[config.mk]
export PLATFORM = sky130hd
export DESIGN_NAME = dmem_arbiter
export DESIGN_NICKNAME = d
export VERILOG_FILES = /design/src/rtl/dmem_arbiter.sv
export SDC_FILE = /design/constraint.sdc
export NUM_CORES = 1
export LEC_CHECK = 0
export BUFFER_PORTS_ARGS = -buffer_cell sky130_fd_sc_hd__buf_2
export CELL_PAD_IN_SITES_DETAIL_PLACEMENT = 0
export CELL_PAD_IN_SITES_GLOBAL_PLACEMENT = 1
export CORE_MARGIN = 2
export CORE_UTILIZATION = 29
export CTS_CLUSTER_DIAMETER = 120
export CTS_CLUSTER_SIZE = 16
export DETAILED_ROUTE_END_ITERATION = 16
export GPL_ROUTABILITY_DRIVEN = 0
export PLACE_DENSITY = 0.88
export SLEW_MARGIN = 30
export SYNTH_ARGS = -nofsm -noshare
export SYNTH_HDL_FRONTEND = slang
export SYNTH_SLANG_ARGS = --single-unit
[constraint.sdc]
create_clock -name clk -period 1.3 [get_ports clk]
set_input_delay 0.065 -clock clk [delete_from_list [all_inputs] [get_ports clk]]
set_output_delay 0.065 -clock clk [all_outputs]
set_load 0.03 [all_outputs]
[src/rtl/dmem_arbiter.sv]
// rtl/dmem_arbiter.sv - round-robin CPU/debug arbiter and RMW sequencer for the single-port data RAM
module dmem_arbiter #(
    parameter int ADDR_W = 14
) (
    input  logic        clk,
    input  logic        rst_n,
    input  logic        c_req,
    input  logic        c_we,
    input  logic [3:0]  c_be,
    input  logic [31:0] c_adr,
    input  logic [31:0] c_wdata,
    output logic        c_gnt,
    output logic        c_rvalid,
    output logic [31:0] c_rdata,
    output logic        c_err,
    input  logic        d_req,
    input  logic        d_we,
    input  logic [3:0]  d_be,
    input  logic [31:0] d_adr,
    input  logic [31:0] d_wdata,
    output logic        d_gnt,
    output logic        d_rvalid,
    output logic [31:0] d_rdata,
    output logic        d_err,
    output logic        mem_we,
    output logic [31:0] mem_adr,
    output logic [31:0] mem_din,
    input  logic [31:0] mem_rd
);

    typedef enum logic [1:0] {IDLE, ACCESS, DONE} state_t;

    state_t      state, state_nx;
    logic        last_d;
    logic        owner_d;
    logic        we_q;
    logic [3:0]  be_q;
    logic [31:2] adr_q;
    logic [31:0] wdata_q;
    logic [31:0] rdata_q;
    logic        err_q;

    logic        sel_d;
    logic        any_req;
    logic        range_ok;
    logic        be_ok;
    logic        legal;
    logic [31:0] merged;

    // Debug wins only when it is alone or the CPU had the previous turn.
    assign sel_d   = d_req & (~c_req | ~last_d);
    assign any_req = c_req | d_req;

    assign range_ok = (adr_q[31:ADDR_W+2] == '0);

    always_comb begin
        be_ok = 1'b0;
        case (be_q)
            4'b0001, 4'b0010, 4'b0100, 4'b1000,
            4'b0011, 4'b1100, 4'b1111: be_ok = 1'b1;
            default:                   be_ok = 1'b0;
        endcase
    end

    assign legal = range_ok & (~we_q | be_ok);

    always_comb begin
        merged = mem_rd;
        for (int i = 0; i < 4; i++) begin
            if (be_q[i]) merged[8*i +: 8] = wdata_q[8*i +: 8];
        end
    end

    always_comb begin
        state_nx = state;
        c_gnt    = 1'b0;
        d_gnt    = 1'b0;
        c_rvalid = 1'b0;
        c_rdata  = '0;
        c_err    = 1'b0;
        d_rvalid = 1'b0;
        d_rdata  = '0;
        d_err    = 1'b0;
        mem_we   = 1'b0;
        mem_adr  = '0;
        mem_din  = '0;
        case (state)
            IDLE: begin
                // rst_n gating keeps grants quiet while reset is asserted.
                if (rst_n && any_req) begin
                    c_gnt    = ~sel_d;
                    d_gnt    = sel_d;
                    state_nx = ACCESS;
                end
            end
            ACCESS: begin
                mem_adr  = {adr_q, 2'b00};
                mem_din  = merged;
                mem_we   = we_q & legal;
                state_nx = DONE;
            end
            DONE: begin
                if (owner_d) begin
                    d_rvalid = 1'b1;
                    d_rdata  = rdata_q;
                    d_err    = err_q;
                end else begin
                    c_rvalid = 1'b1;
                    c_rdata  = rdata_q;
                    c_err    = err_q;
                end
                state_nx = IDLE;
            end
            default: state_nx = IDLE;
        endcase
    end

    always_ff @(posedge clk or negedge rst_n) begin
        if (!rst_n) begin
            state   <= IDLE;
            last_d  <= 1'b1;
            owner_d <= 1'b0;
            we_q    <= 1'b0;
            be_q    <= '0;
            adr_q   <= '0;
            wdata_q <= '0;
            rdata_q <= '0;
            err_q   <= 1'b0;
        end else begin
            state <= state_nx;
            if (state == IDLE && any_req) begin
                owner_d <= sel_d;
                last_d  <= sel_d;
                we_q    <= sel_d ? d_we      : c_we;
                be_q    <= sel_d ? d_be      : c_be;
                adr_q   <= sel_d ? d_adr[31:2] : c_adr[31:2];
                wdata_q <= sel_d ? d_wdata   : c_wdata;
            end
            if (state == ACCESS) begin
                // Read data is the pre-write word; out-of-range reads return zero.
                rdata_q <= range_ok ? mem_rd : '0;
                err_q   <= ~legal;
            end
        end
    end

endmodule

# Word level (Yosys, flattened, before mapping)
# Cells that the tools add are included.
[classes] eq_ne=10 mux=31 bitwise=11 reduce_logical=5
[op_table] operator="2-to-1 mux 32 bit" count=8
[op_table] operator="2-to-1 mux 8 bit" count=4
[op_table] operator="2-to-1 mux 30 bit" count=1
[op_table] operator="zero test 16 bit" count=1
[op_table] operator="2-to-1 mux 1 bit" count=15
[op_table] operator="equality test 4 bit (second input constant)" count=3
[op_table] operator="equality test 4 x 2 -> 1 bit (second input constant)" count=2
[op_table] operator="OR reduction 7 bit" count=1
[op_table] operator="NOT 1 bit" count=5
[op_table] operator="equality test 4 x 1 -> 1 bit (second input constant)" count=1
[op_table] operator="equality test 4 x 3 -> 1 bit (second input constant)" count=1
[op_table] operator="2-to-1 mux 4 bit" count=1
[op_table] operator="one-hot mux 2 bit (2 select lines)" count=1
[op_table] operator="AND 1 bit" count=3
[op_table] operator="bitwise OR 1 bit" count=3
[op_table] operator="equality test 2 x 1 -> 1 bit (second input constant)" count=1
[op_table] operator="equality test 2 bit (second input constant)" count=1
[op_table] operator="logical AND 1 bit" count=2
[op_table] operator="zero test 2 bit" count=1
[op_table] operator="2-to-1 mux 2 bit" count=1
[op_table] operator="!= test 2 bit (second input constant)" count=1
[word_totals] register_bits=104 in_bits=174 output_inout_bits=135

# Depth between registers and ports, before layout
# Gate-level depths: netlist of run 1.
[depth] depth_word=7 mapped_depth=6 mapped_depth_nobuf=5

# Worst setup path before layout of run 1
# Ideal clock, no wire load.
[synth_path] path_type="register -> output" from="register state[0]" to="output c_rdata[21]" arrival_ns=1.519 slack_ns=-0.284 path_stages_with_launch=4 n_path_buf=1 cell_sequence="dfrtp_1 nor3b_2 clkbuf_1 and2_1"
[synth_via] elab_chain_len=2
[synth_lines] item="from (decl)" line_no="33" rtl="state_t state, state_nx;"
[synth_lines] item="from (signal assigned)" line_no="130" rtl="state <= state_nx;"
[synth_lines] item="equality test 2 bit" line_no="87" rtl="case (state)"
[synth_lines] item="2-to-1 mux 32 bit" line_no="87"
[synth_lines] item="to (decl)" line_no="14" rtl="output logic [31:0] c_rdata,"
# No other way between the ends.

# Worst setup path in the final report of run 1
[layout_path] from="register state[0]" to="output d_rdata[22]"
[layout_via] elab_chain_len=2
[layout_lines] item="equality test 2 bit" line_no="87"
[layout_lines] item="2-to-1 mux 32 bit" line_no="87"
[layout_lines] item="to (decl)" line_no="23" rtl="output logic [31:0] d_rdata,"
# No other way between the ends.

==> run_results.csv, run 1 <==
group,metric,value,unit
synth,synth-main-ff-cell,"sky130_fd_sc_hd__dfrtp_1",
clock_tree,ctsHtreeMaxLevel,3,
synth,top_cell_type_by_total_area_after_synthesis,"sky130_fd_sc_hd__dfrtp_1",
detailed_routing,drt-total-wl,26.6,mm
synth,synth_sequential_area_ratio,0.462,
critical_path,path_max_fanout,6,
global_routing,grt_first_pass_wirelength,31.1,mm
detailed_routing,post-route-drc-count,0,
sta,max_transition_margin,0.637,
synth,netlist-cell-type-count,29,
critical_path,worst-r2r-setup-slack,-0.26,ns
floorplan,fp-row-count,50,
placed_design,dpl.hpwl,13.5,mm
detailed_routing,firstDrtPassIters,4,
synth,post_synth_most_frequent_cells,"sky130_fd_sc_hd__dfrtp_1, sky130_fd_sc_hd__nor2_1, sky130_fd_sc_hd__mux2i_1, sky130_fd_sc_hd__and2_1, sky130_fd_sc_hd__a21oi_1",
floorplan,fp.dieArea,20600,sq um
critical_path,setup.worst_path.end,"d_rdata[22]",
sta,final_critical_path_setup_slack,-0.469,ns
outcome,violations,"negative hold slack, negative setup slack",
cells_and_area,post_route_cells_drive_above_1_share,0.662,
clock_tree,tritoncts,"yes",
power_and_ir_drop,power_per_cell_area,1140,nW/um^2
critical_path,required,1.24,ns
detailed_routing,detail_route.vias_per_cell,4.97,
cells_and_area,finish.net_count,1169,
outcome,status,"complete, but fails checks",
critical_path,critical_path_arrival,1.70,ns
worst_hold_path,timing.hold.worst.class,"in -> reg",
clock_tree,cts_made_buffers,9,
synth,post_synth_inst_count,577,
critical_path,worstReg2RegEnd,"wdata_q[30]$_DFFE_PN0P_",
global_routing,antenna_found_initial,3,
critical_path,critPathLaunch,"state[0]$_DFFE_PN0P_",
critical_path,worst_setup_path_end_kind,"primary output",
sta,grt_setup_unrepaired,"true",
cells_and_area,layout-area-overhead-vs-synth,105,%
floorplan,floorplan.die.width,143,um
placed_design,dp_slack,-0.237,ns
global_routing,pin_count_of_the_biggest_net_entering_global_routing,64,
synth,postSynth.asyncResetShare,1.00,
sta,max_freq,0.565,GHz
flow_run,drv_cap,0,
global_routing,globalRouteMet1Util,0.238,
synth,post-synth-top-count-cell,"sky130_fd_sc_hd__dfrtp_1",
critical_path,critPathLaunchType,"flip-flop",
floorplan,initial_core_utilization,0.298,
sta,post-route-min-period,1.77,ns
power_and_ir_drop,p_leak,5.31,nW
worst_hold_path,worstHoldStart,"c_adr[21]",
synth,synth.ff_latch_count,104,
sta,fin_hold_ws,-0.00436,ns
synth,syn-cell-area,5640,sq um
global_routing,grt_pass1_vias,5766,
global_routing,grt.met3_usage,0.0367,
synth,synth_top_cell_area_share,0.457,
placed_design,place.port_buffers,302,
global_routing,grt_use_total,0.199,
clock_tree,clock_path_buffers,2,
cells_and_area,final_core_utilization,0.611,
sta,final-hold-violation-count,1,
clock_tree,cts_num_sinks,104,
floorplan,die_y,143,um
detailed_routing,route.antenna.remaining_nets,0,
synth,edff_count_synth,0,
detailed_routing,drt_first_iter_violations,257,
floorplan,io_pins,309,
sta,maxSlewViolCount,0,
floorplan,core_area,18900,sq um
critical_path,setup.worst_path.class,"reg -> out",
critical_path,reg2reg_from,"last_d$_DFFE_PN1P_",
sta,final_critical_path_share_of_the_clock_period,1.36,
detailed_routing,post_drt_wl_per_cell,21.1,um
clock_tree,clockRootBuffer,"sky130_fd_sc_hd__clkbuf_16",
sta,tightest_slew,0.545,ns
synth,ys.warnings.count,0,
global_routing,grt_most_used_layer,"met2",
sta,finalSetupViolCount,234,
global_routing,grtUsageMet2,0.347,
sta,clock_skew_after_layout,0.0124,ns
global_routing,globalRouteOverflowTotal,0,
detailed_routing,via_count,6257,
clock_tree,clkTransAtPathRegs,0.08,ns
clock_tree,clk-insertion-delay-late,0.35,ns
power_and_ir_drop,peak_supply_drop,0.000697,V
critical_path,r2r.worst_path.cells,7,
synth,post_synth_main_area_contributors,"sky130_fd_sc_hd__dfrtp_1, sky130_fd_sc_hd__mux2i_1, sky130_fd_sc_hd__and2_1",
synth,synth_area_per_cell,9.77,sq um
-- logic make-up (layout without fill, tap and decap cells) --
kind of cell    Yosys count  count (layout)  synth area share
simple gates            217             217             0.198
compound gates          106             106             0.117
flops                   104             104             0.462
mux                      99              99             0.176
buf+inv                  50             471            0.0477
other cells               1               3          0.000665
-- flip-flops by register name (all words and copies together), names as in the netlist, 2 cells and up --
name     cells
be_q         4
state        2
wdata_q     32
rdata_q     32
adr_q       30
-- metrics by stage --
stage | TNS (ns) | cell area [sq um] | instances | power, mW
2_1_floorplan | -3.27 | 5740 | 578 | 6.27
3_3_place_gp | -12.71 | 7820 | 1140 | 7.61
3_5_place_dp | -17.01 | 7820 | 1140 | 7.67
4_1_cts | -62.08 | 9910 | 1218 | 11.5
5_1_grt | -81.04 | 11500 | 1260 | 13.8
6_report | -69.07 | 11500 | 1260 | 13.2
-- how the worst min path moves through the flow --
stage / slack, ns / cells past startpoint / to
3_3_place_gp: -0.12 / 1 / be_q[1]$_DFFE_PN0P_
5_1_grt: -0.001 / 3 / adr_q[4]$_DFFE_PN0P_
6_report: -0.004 / 3 / adr_q[21]$_DFFE_PN0P_
4_1_cts: 0.002 / 3 / adr_q[25]$_DFFE_PN0P_
2_1_floorplan: -0.23 / 0 / adr_q[10]$_DFFE_PN0P_
3_5_place_dp: -0.12 / 1 / be_q[1]$_DFFE_PN0P_
-- where the power goes --
| group | internal (mW) | switching (mW) | leakage (nW) |
|---|---|---|---|
| sequential | 3.79 | 0.464 | 1.25 |
| clock | 1.54 | 1.22 | 0.139 |
| combinational | 3.16 | 3.04 | 3.93 |
-- worst max-delay path, cell delays in order, from the launching register on --
cell and delay [ns]:
sky130_fd_sc_hd__dfrtp_2 0.49, sky130_fd_sc_hd__nor3b_4 0.25, sky130_fd_sc_hd__buf_12 0.18, sky130_fd_sc_hd__clkbuf_16 0.15, sky130_fd_sc_hd__and2_4 0.15, sky130_fd_sc_hd__buf_6 0.12
-- what timing repair did --
item	in CTS	in global routing
gates resized for setup	330	324
setup endpoints to repair	231	234
hold endpoints to repair	140	3
gates cloned	8	29
buffers inserted	17	16
pin swaps	46	56
hold buffers	38	4
-- cells in the final DEF (no fill, tap or decap), types with 42 or more instances in the layout --
cell type	count
sky130_fd_sc_hd__buf_2	168
sky130_fd_sc_hd__buf_6	155
sky130_fd_sc_hd__dfrtp_1	101
sky130_fd_sc_hd__and2_4	97
sky130_fd_sc_hd__mux2i_1	57
sky130_fd_sc_hd__nor2_1	50
sky130_fd_sc_hd__nor2_4	49
sky130_fd_sc_hd__a21oi_1	43
sky130_fd_sc_hd__dlygate4sd3_1	42
-- final cells by class --
| class | instances | area [sq um] |
|---|---|---|
| multi-input cells | 424 | 3830 |
| repair buffers | 454 | 4480 |
| clock buffers | 12 | 246 |
| inverters | 2 | 20.0 |
| diodes | 1 | 2.50 |
| clock inverters | 3 | 42.5 |
| flip-flops and latches | 104 | 2610 |
| well taps | 260 | 325 |
| fillers | 1421 | 7350 |
-- layer usage --
layer | wire length, um | up-vias | share of wire
met5 | 23 | - | 0.00086
met4 | 887 | 4 | 0.033
met3 | 1310 | 63 | 0.049
met2 | 14100 | 269 | 0.53
met1 | 10300 | 3108 | 0.39
li1 | - | 2813 | -
No activity file was read; power rests on OpenSTA's default activity.
==> run 2: changes to the inputs <==
Settings changed: RECOVER_POWER set to 100.
==> run_results.csv, run 2 (synthesis results as in run 1) <==
group,metric,value,unit
cells_and_area,final-instance-count-excl-fill,1260,
clock_tree,clock_path_buffers,2,
critical_path,critPathLaunchType,"flip-flop",
floorplan,fp-row-count,50,
global_routing,pin_count_of_the_biggest_net_entering_global_routing,64,
sta,final_critical_path_share_of_the_clock_period,1.36,
critical_path,worstReg2RegEnd,"be_q[2]$_DFFE_PN0P_",
global_routing,antenna_found_initial,3,
clock_tree,ctsHtreeMaxLevel,3,
sta,post-route-min-period,1.77,ns
cells_and_area,layout_top_registers,"rdata_q (32), wdata_q (32), adr_q (30)",
cells_and_area,finish.net_count,1169,
sta,max_transition_margin,0.593,
floorplan,floorplan.die.width,143,um
critical_path,r2r.worst_path.cells,8,
critical_path,setup.worst_path.class,"reg -> out",
cells_and_area,final_core_utilization,0.610,
detailed_routing,post_drt_wl_per_cell,21.1,um
worst_hold_path,timing.hold.worst.class,"in -> reg",
floorplan,die_y,143,um
critical_path,critical_path.n_buffers_inverters,3,
critical_path,worst_setup_path_end_kind,"primary output",
outcome,violations,"negative hold slack, negative setup slack",
detailed_routing,detail_route.vias_per_cell,4.98,
detailed_routing,firstDrtPassIters,5,
floorplan,io_pins,309,
power_and_ir_drop,finalPower,13.2,mW
critical_path,cp_slowest_stage_delay,0.49,ns
sta,final-hold-violation-count,1,
placed_design,dpl.hpwl,13.5,mm
power_and_ir_drop,p_leak,5.30,nW
sta,finalSetupViolCount,234,
clock_tree,cts_num_sinks,104,
sta,tightest_slew,0.610,ns
sta,max_freq,0.566,GHz
global_routing,grt_pass1_vias,5766,
global_routing,grt_use_total,0.199,
global_routing,grt.met3_usage,0.0367,
global_routing,grt_most_used_layer,"met2",
detailed_routing,post-route-drc-count,0,
critical_path,reg2reg_from,"state[1]$_DFFE_PN0P_",
cells_and_area,post_route_cells_drive_above_1_share,0.661,
floorplan,initial_core_utilization,0.298,
sta,fin_hold_ws,-0.00714,ns
detailed_routing,via_count,6270,
placed_design,place_inst,1140,
critical_path,critical-path-top-delay-family,"flip-flops",
placed_design,place.port_buffers,302,
sta,grt_setup_unrepaired,"true",
floorplan,core_area,18900,sq um
critical_path,slowest_stage,"sky130_fd_sc_hd__dfrtp_2",
worst_hold_path,timing.hold.worst_path_depth,3,
detailed_routing,route.antenna.remaining_nets,0,
clock_tree,cts_made_buffers,9,
cells_and_area,layout_common_cells,"sky130_fd_sc_hd__buf_2, sky130_fd_sc_hd__buf_6, sky130_fd_sc_hd__dfrtp_1, sky130_fd_sc_hd__and2_4, sky130_fd_sc_hd__mux2i_1",
sta,clock_skew_after_layout,0.0140,ns
critical_path,path_max_fanout,6,
worst_hold_path,worstHoldStart,"c_adr[21]",
detailed_routing,drt-total-wl,26.5,mm
outcome,status,"complete, but fails checks",
clock_tree,clk-insertion-delay-late,0.35,ns
clock_tree,clockRootBuffer,"sky130_fd_sc_hd__clkbuf_16",
cells_and_area,final_common_cell,"sky130_fd_sc_hd__buf_2",
critical_path,worst-r2r-setup-slack,-0.27,ns
critical_path,worstPathCellList,"nor3b_4, buf_12, clkbuf_16, and2_4, buf_6",
detailed_routing,drt_first_iter_violations,242,
clock_tree,tritoncts,"yes",
clock_tree,clkTransAtPathRegs,0.07,ns
global_routing,grt_first_pass_wirelength,31.1,mm
worst_hold_path,whs_endpoint,"adr_q[21]$_DFFE_PN0P_",
power_and_ir_drop,peak_supply_drop,0.000693,V
power_and_ir_drop,power_per_cell_area,1140,nW/um^2
cells_and_area,layout-area-overhead-vs-synth,104,%
sta,setup_total_negative_slack,-70.55,ns
cells_and_area,fillerInstances,1425,
sta,maxSlewViolCount,0,
critical_path,critical_path_arrival,1.70,ns
sta,final_critical_path_setup_slack,-0.468,ns
global_routing,grtUsageMet2,0.347,
global_routing,globalRouteMet1Util,0.238,
global_routing,globalRouteOverflowTotal,0,
flow_run,drv_cap,0,
floorplan,fp.dieArea,20600,sq um
critical_path,required,1.24,ns
run 2: cell types whose count changed in the layout (fill, tap and decap cells not counted), sizes merged:
cell    previous run  this run
clkbuf            32        34
buf              392       390
run 2: worst max-delay path by stage:
stage / startpoint / to / cells after the start
detailed placement: adr_q[17]$_DFFE_PN0P_ / rdata_q[31]$_DFFE_PN0N_ / 5
global route: adr_q[30]$_DFFE_PN0P_ / mem_we / 5
CTS: adr_q[17]$_DFFE_PN0P_ / mem_we / 5
finish: state[0]$_DFFE_PN0P_ / d_rdata[22] / 5
floorplan: state[1]$_DFFE_PN0P_ / mem_din[10] / 4
global placement: adr_q[17]$_DFFE_PN0P_ / rdata_q[17]$_DFFE_PN0N_ / 5
run 2: worst min-delay path, delay by kind of cell:
family                 cells  cell delay [ns]
AOI/OAI and AO/OA          1             0.10
buffers and inverters      1             0.08
muxes                      1             0.06
run 2: through the flow:
step                hold slack (ns)  setup WS, ns  instance area (sq um)
floorplan                    -0.231        -0.102                   5740
global placement             -0.119        -0.234                   7820
detailed placement           -0.120        -0.237                   7820
CTS                         0.00151        -0.434                   9910
global route               -0.00129        -0.523                  11500
finish                     -0.00714        -0.468                  11500
run 2: routing by layer:
metal	vias up	wire [um]	part of all wire
li1	2823	-	-
met1	3097	10000	0.38
met2	279	14100	0.53
met3	67	1500	0.057
met4	4	921	0.035
met5	-	23	0.00087
run 2: power by group:
group	internal [mW]	leakage (nW)	switching [mW]
Sequential	3.79	1.25	0.460
Clock	1.54	0.139	1.22
Combinational	3.15	3.92	3.03
run 2: cell type report:
cell class                 instances  area, sq um  area share
inverter                           2         20.0     0.00174
multi-input combinational        424         3820       0.331
antenna                            1         2.50    0.000217
sequential                       104         2610       0.226
clock buffer                      12          246      0.0214
timing repair buffer             454         4470       0.387
clock inverter                     3         42.5     0.00369
tap                              260          325      0.0282
run 2: repair_timing:
action,4_1_cts,5_1_grt
pin swaps,46,56
gates resized for setup,330,324
endpoints found under the setup margin,231,234
cloned,8,29
hold buffers,38,4
buffers inserted,17,16
endpoints found under the hold margin,140,3
==> run 3: changes to the inputs <==
Settings changed: CORE_ASPECT_RATIO set to 2.
==> run_results.csv, run 3 (synthesis results as in run 1) <==
group,metric,value,unit
sta,finalSetupViolCount,234,
cells_and_area,layout_common_cells,"sky130_fd_sc_hd__buf_2, sky130_fd_sc_hd__buf_6, sky130_fd_sc_hd__dfrtp_1, sky130_fd_sc_hd__and2_2, sky130_fd_sc_hd__mux2i_1",
floorplan,initial_core_utilization,0.294,
floorplan,core_area,19200,sq um
sta,post-route-min-period,1.73,ns
placed_design,dp_slack,-0.188,ns
critical_path,setup.worst_path.class,"reg -> out",
critical_path,critPathLaunchType,"flip-flop",
sta,tightest_slew,0.807,ns
detailed_routing,post_drt_wl_per_cell,21.0,um
sta,setup_total_negative_slack,-67.16,ns
sta,final_critical_path_setup_slack,-0.429,ns
floorplan,floorplan.die.width,103,um
sta,final-hold-violation-count,0,
floorplan,fp-row-count,72,
sta,clock_skew_after_layout,0.0115,ns
cells_and_area,final-instance-count-excl-fill,1251,
cells_and_area,finish.net_count,1161,
critical_path,critical_path_arrival,1.66,ns
critical_path,critical_path.n_buffers_inverters,1,
detailed_routing,drt-total-wl,26.3,mm
power_and_ir_drop,peak_supply_drop,0.000831,V
critical_path,worstPathCellList,"nor4_1, nand2_1, nor2_4, and3_4, buf_6",
critical_path,cp_slowest_stage_delay,0.38,ns
global_routing,antenna_found_initial,1,
detailed_routing,route.antenna.remaining_nets,0,
global_routing,grt_first_pass_wirelength,30.7,mm
detailed_routing,post-route-drc-count,0,
cells_and_area,layout-area-overhead-vs-synth,103,%
sta,grt_setup_unrepaired,"true",
clock_tree,clock_path_buffers,2,
placed_design,place.port_buffers,302,
placed_design,place_inst,1142,
cells_and_area,post_route_cells_drive_above_1_share,0.679,
critical_path,worst_setup_path_end_kind,"primary output",
sta,max_transition_margin,0.462,
clock_tree,tritoncts,"yes",
placed_design,dpl.hpwl,14.0,mm
outcome,violations,"negative setup slack",
power_and_ir_drop,power_per_cell_area,1170,nW/um^2
worst_hold_path,timing.hold.worst.class,"in -> reg",
flow_run,drv_cap,0,
global_routing,grt_use_total,0.194,
detailed_routing,via_count,6171,
cells_and_area,final_common_cell,"sky130_fd_sc_hd__buf_2",
floorplan,die_y,201,um
power_and_ir_drop,p_leak,5.21,nW
sta,fin_hold_ws,0.00291,ns
placed_design,detailed_place.area,7850,sq um
sta,max_freq,0.578,GHz
clock_tree,cts_made_buffers,9,
detailed_routing,detail_route.vias_per_cell,4.93,
sta,final_critical_path_share_of_the_clock_period,1.33,
floorplan,io_pins,309,
sta,maxSlewViolCount,0,
clock_tree,clk-insertion-delay-late,0.35,ns
global_routing,grt_pass1_vias,5808,
clock_tree,clockRootBuffer,"sky130_fd_sc_hd__clkbuf_16",
global_routing,globalRouteOverflowTotal,0,
detailed_routing,drt_first_iter_violations,206,
cells_and_area,antennaDiodeCount,0,
critical_path,required,1.24,ns
critical_path,path_max_fanout,2,
cells_and_area,post-route-cell-area,11400,sq um
clock_tree,ctsHtreeMaxLevel,3,
critical_path,critical-path-top-delay-family,"simple AND/OR/NAND/NOR gates",
clock_tree,clkTransAtPathRegs,0.07,ns
outcome,status,"complete, but fails checks",
floorplan,fp.dieArea,20600,sq um
critical_path,slowest_stage,"sky130_fd_sc_hd__dfrtp_1",
clock_tree,cts_num_sinks,104,
global_routing,pin_count_of_the_biggest_net_entering_global_routing,63,
detailed_routing,firstDrtPassIters,4,
cells_and_area,layout_top_registers,"rdata_q (32), wdata_q (32), adr_q (30)",
[run 3: layer usage]
metal | up-vias | GRT usage | share of wire
met5 | - | 0 | 0.00053
met4 | 2 | 0.0914 | 0.044
met3 | 71 | 0.0340 | 0.045
met2 | 257 | 0.352 | 0.56
met1 | 3050 | 0.212 | 0.35
li1 | 2791 | - | -
[run 3: final timing paths]
path	startpoint	endpoint	slack, ns	depth (start not counted)
hold reg to reg	rdata_q[5]$_DFFE_PN0N_	rdata_q[5]$_DFFE_PN0N_	0.51	1
max in group asynchronous	rst_n	rdata_q[0]$_DFFE_PN0N_	0.16	3
hold / removal	d_adr[6]	adr_q[6]$_DFFE_PN0P_	0.003	3
setup reg to reg	adr_q[30]$_DFFE_PN0P_	rdata_q[12]$_DFFE_PN0N_	-0.39	8
min in group asynchronous	rst_n	adr_q[14]$_DFFE_PN0P_	0.10	2
setup / recovery	adr_q[30]$_DFFE_PN0P_	mem_we	-0.43	5
[run 3: area by class of cell]
| type | instances | area, sq um |
|---|---|---|
| Sequential cell | 104 | 2610 |
| Clock inverter | 6 | 91.3 |
| Fill cell | 1515 | 7760 |
| Inverter | 2 | 15.0 |
| Timing Repair Buffer | 446 | 4270 |
| Tap cell | 259 | 324 |
| Clock buffer | 10 | 229 |
| Multi-Input combinational cell | 424 | 3890 |
[run 3: what timing repair did]
item	4_1_cts	5_1_grt
setup endpoints to repair	232	234
pin swaps	7	90
resized for setup	209	404
hold buffers	36	4
cloned	2	31
endpoints found under the hold margin	138	2
buffers inserted	7	16
[run 3: worst reg2reg max path, cell delays in order (launching register included)]
cell                        delay, ns
sky130_fd_sc_hd__dfrtp_1         0.38
sky130_fd_sc_hd__nor4_1          0.32
sky130_fd_sc_hd__nand2_1         0.17
sky130_fd_sc_hd__nor2_4          0.15
sky130_fd_sc_hd__buf_4           0.12
sky130_fd_sc_hd__buf_6           0.09
sky130_fd_sc_hd__buf_12          0.13
sky130_fd_sc_hd__clkbuf_16       0.15
sky130_fd_sc_hd__a22o_1          0.13
[run 3: per-stage QoR]
stage,power [mW],util
after global routing,13.9,0.596
after CTS,11.1,0.485
final,13.4,0.596
after floorplan,6.27,-
after global placement,7.61,0.409
after detailed placement,7.69,0.409
[run 3: where the power goes]
group | internal, mW | switching, mW | total, mW
sequential | 3.79 | 0.461 | 4.25
clock | 1.70 | 1.29 | 2.99
combinational | 3.07 | 3.06 | 6.13
total | 8.55 | 4.81 | 13.4
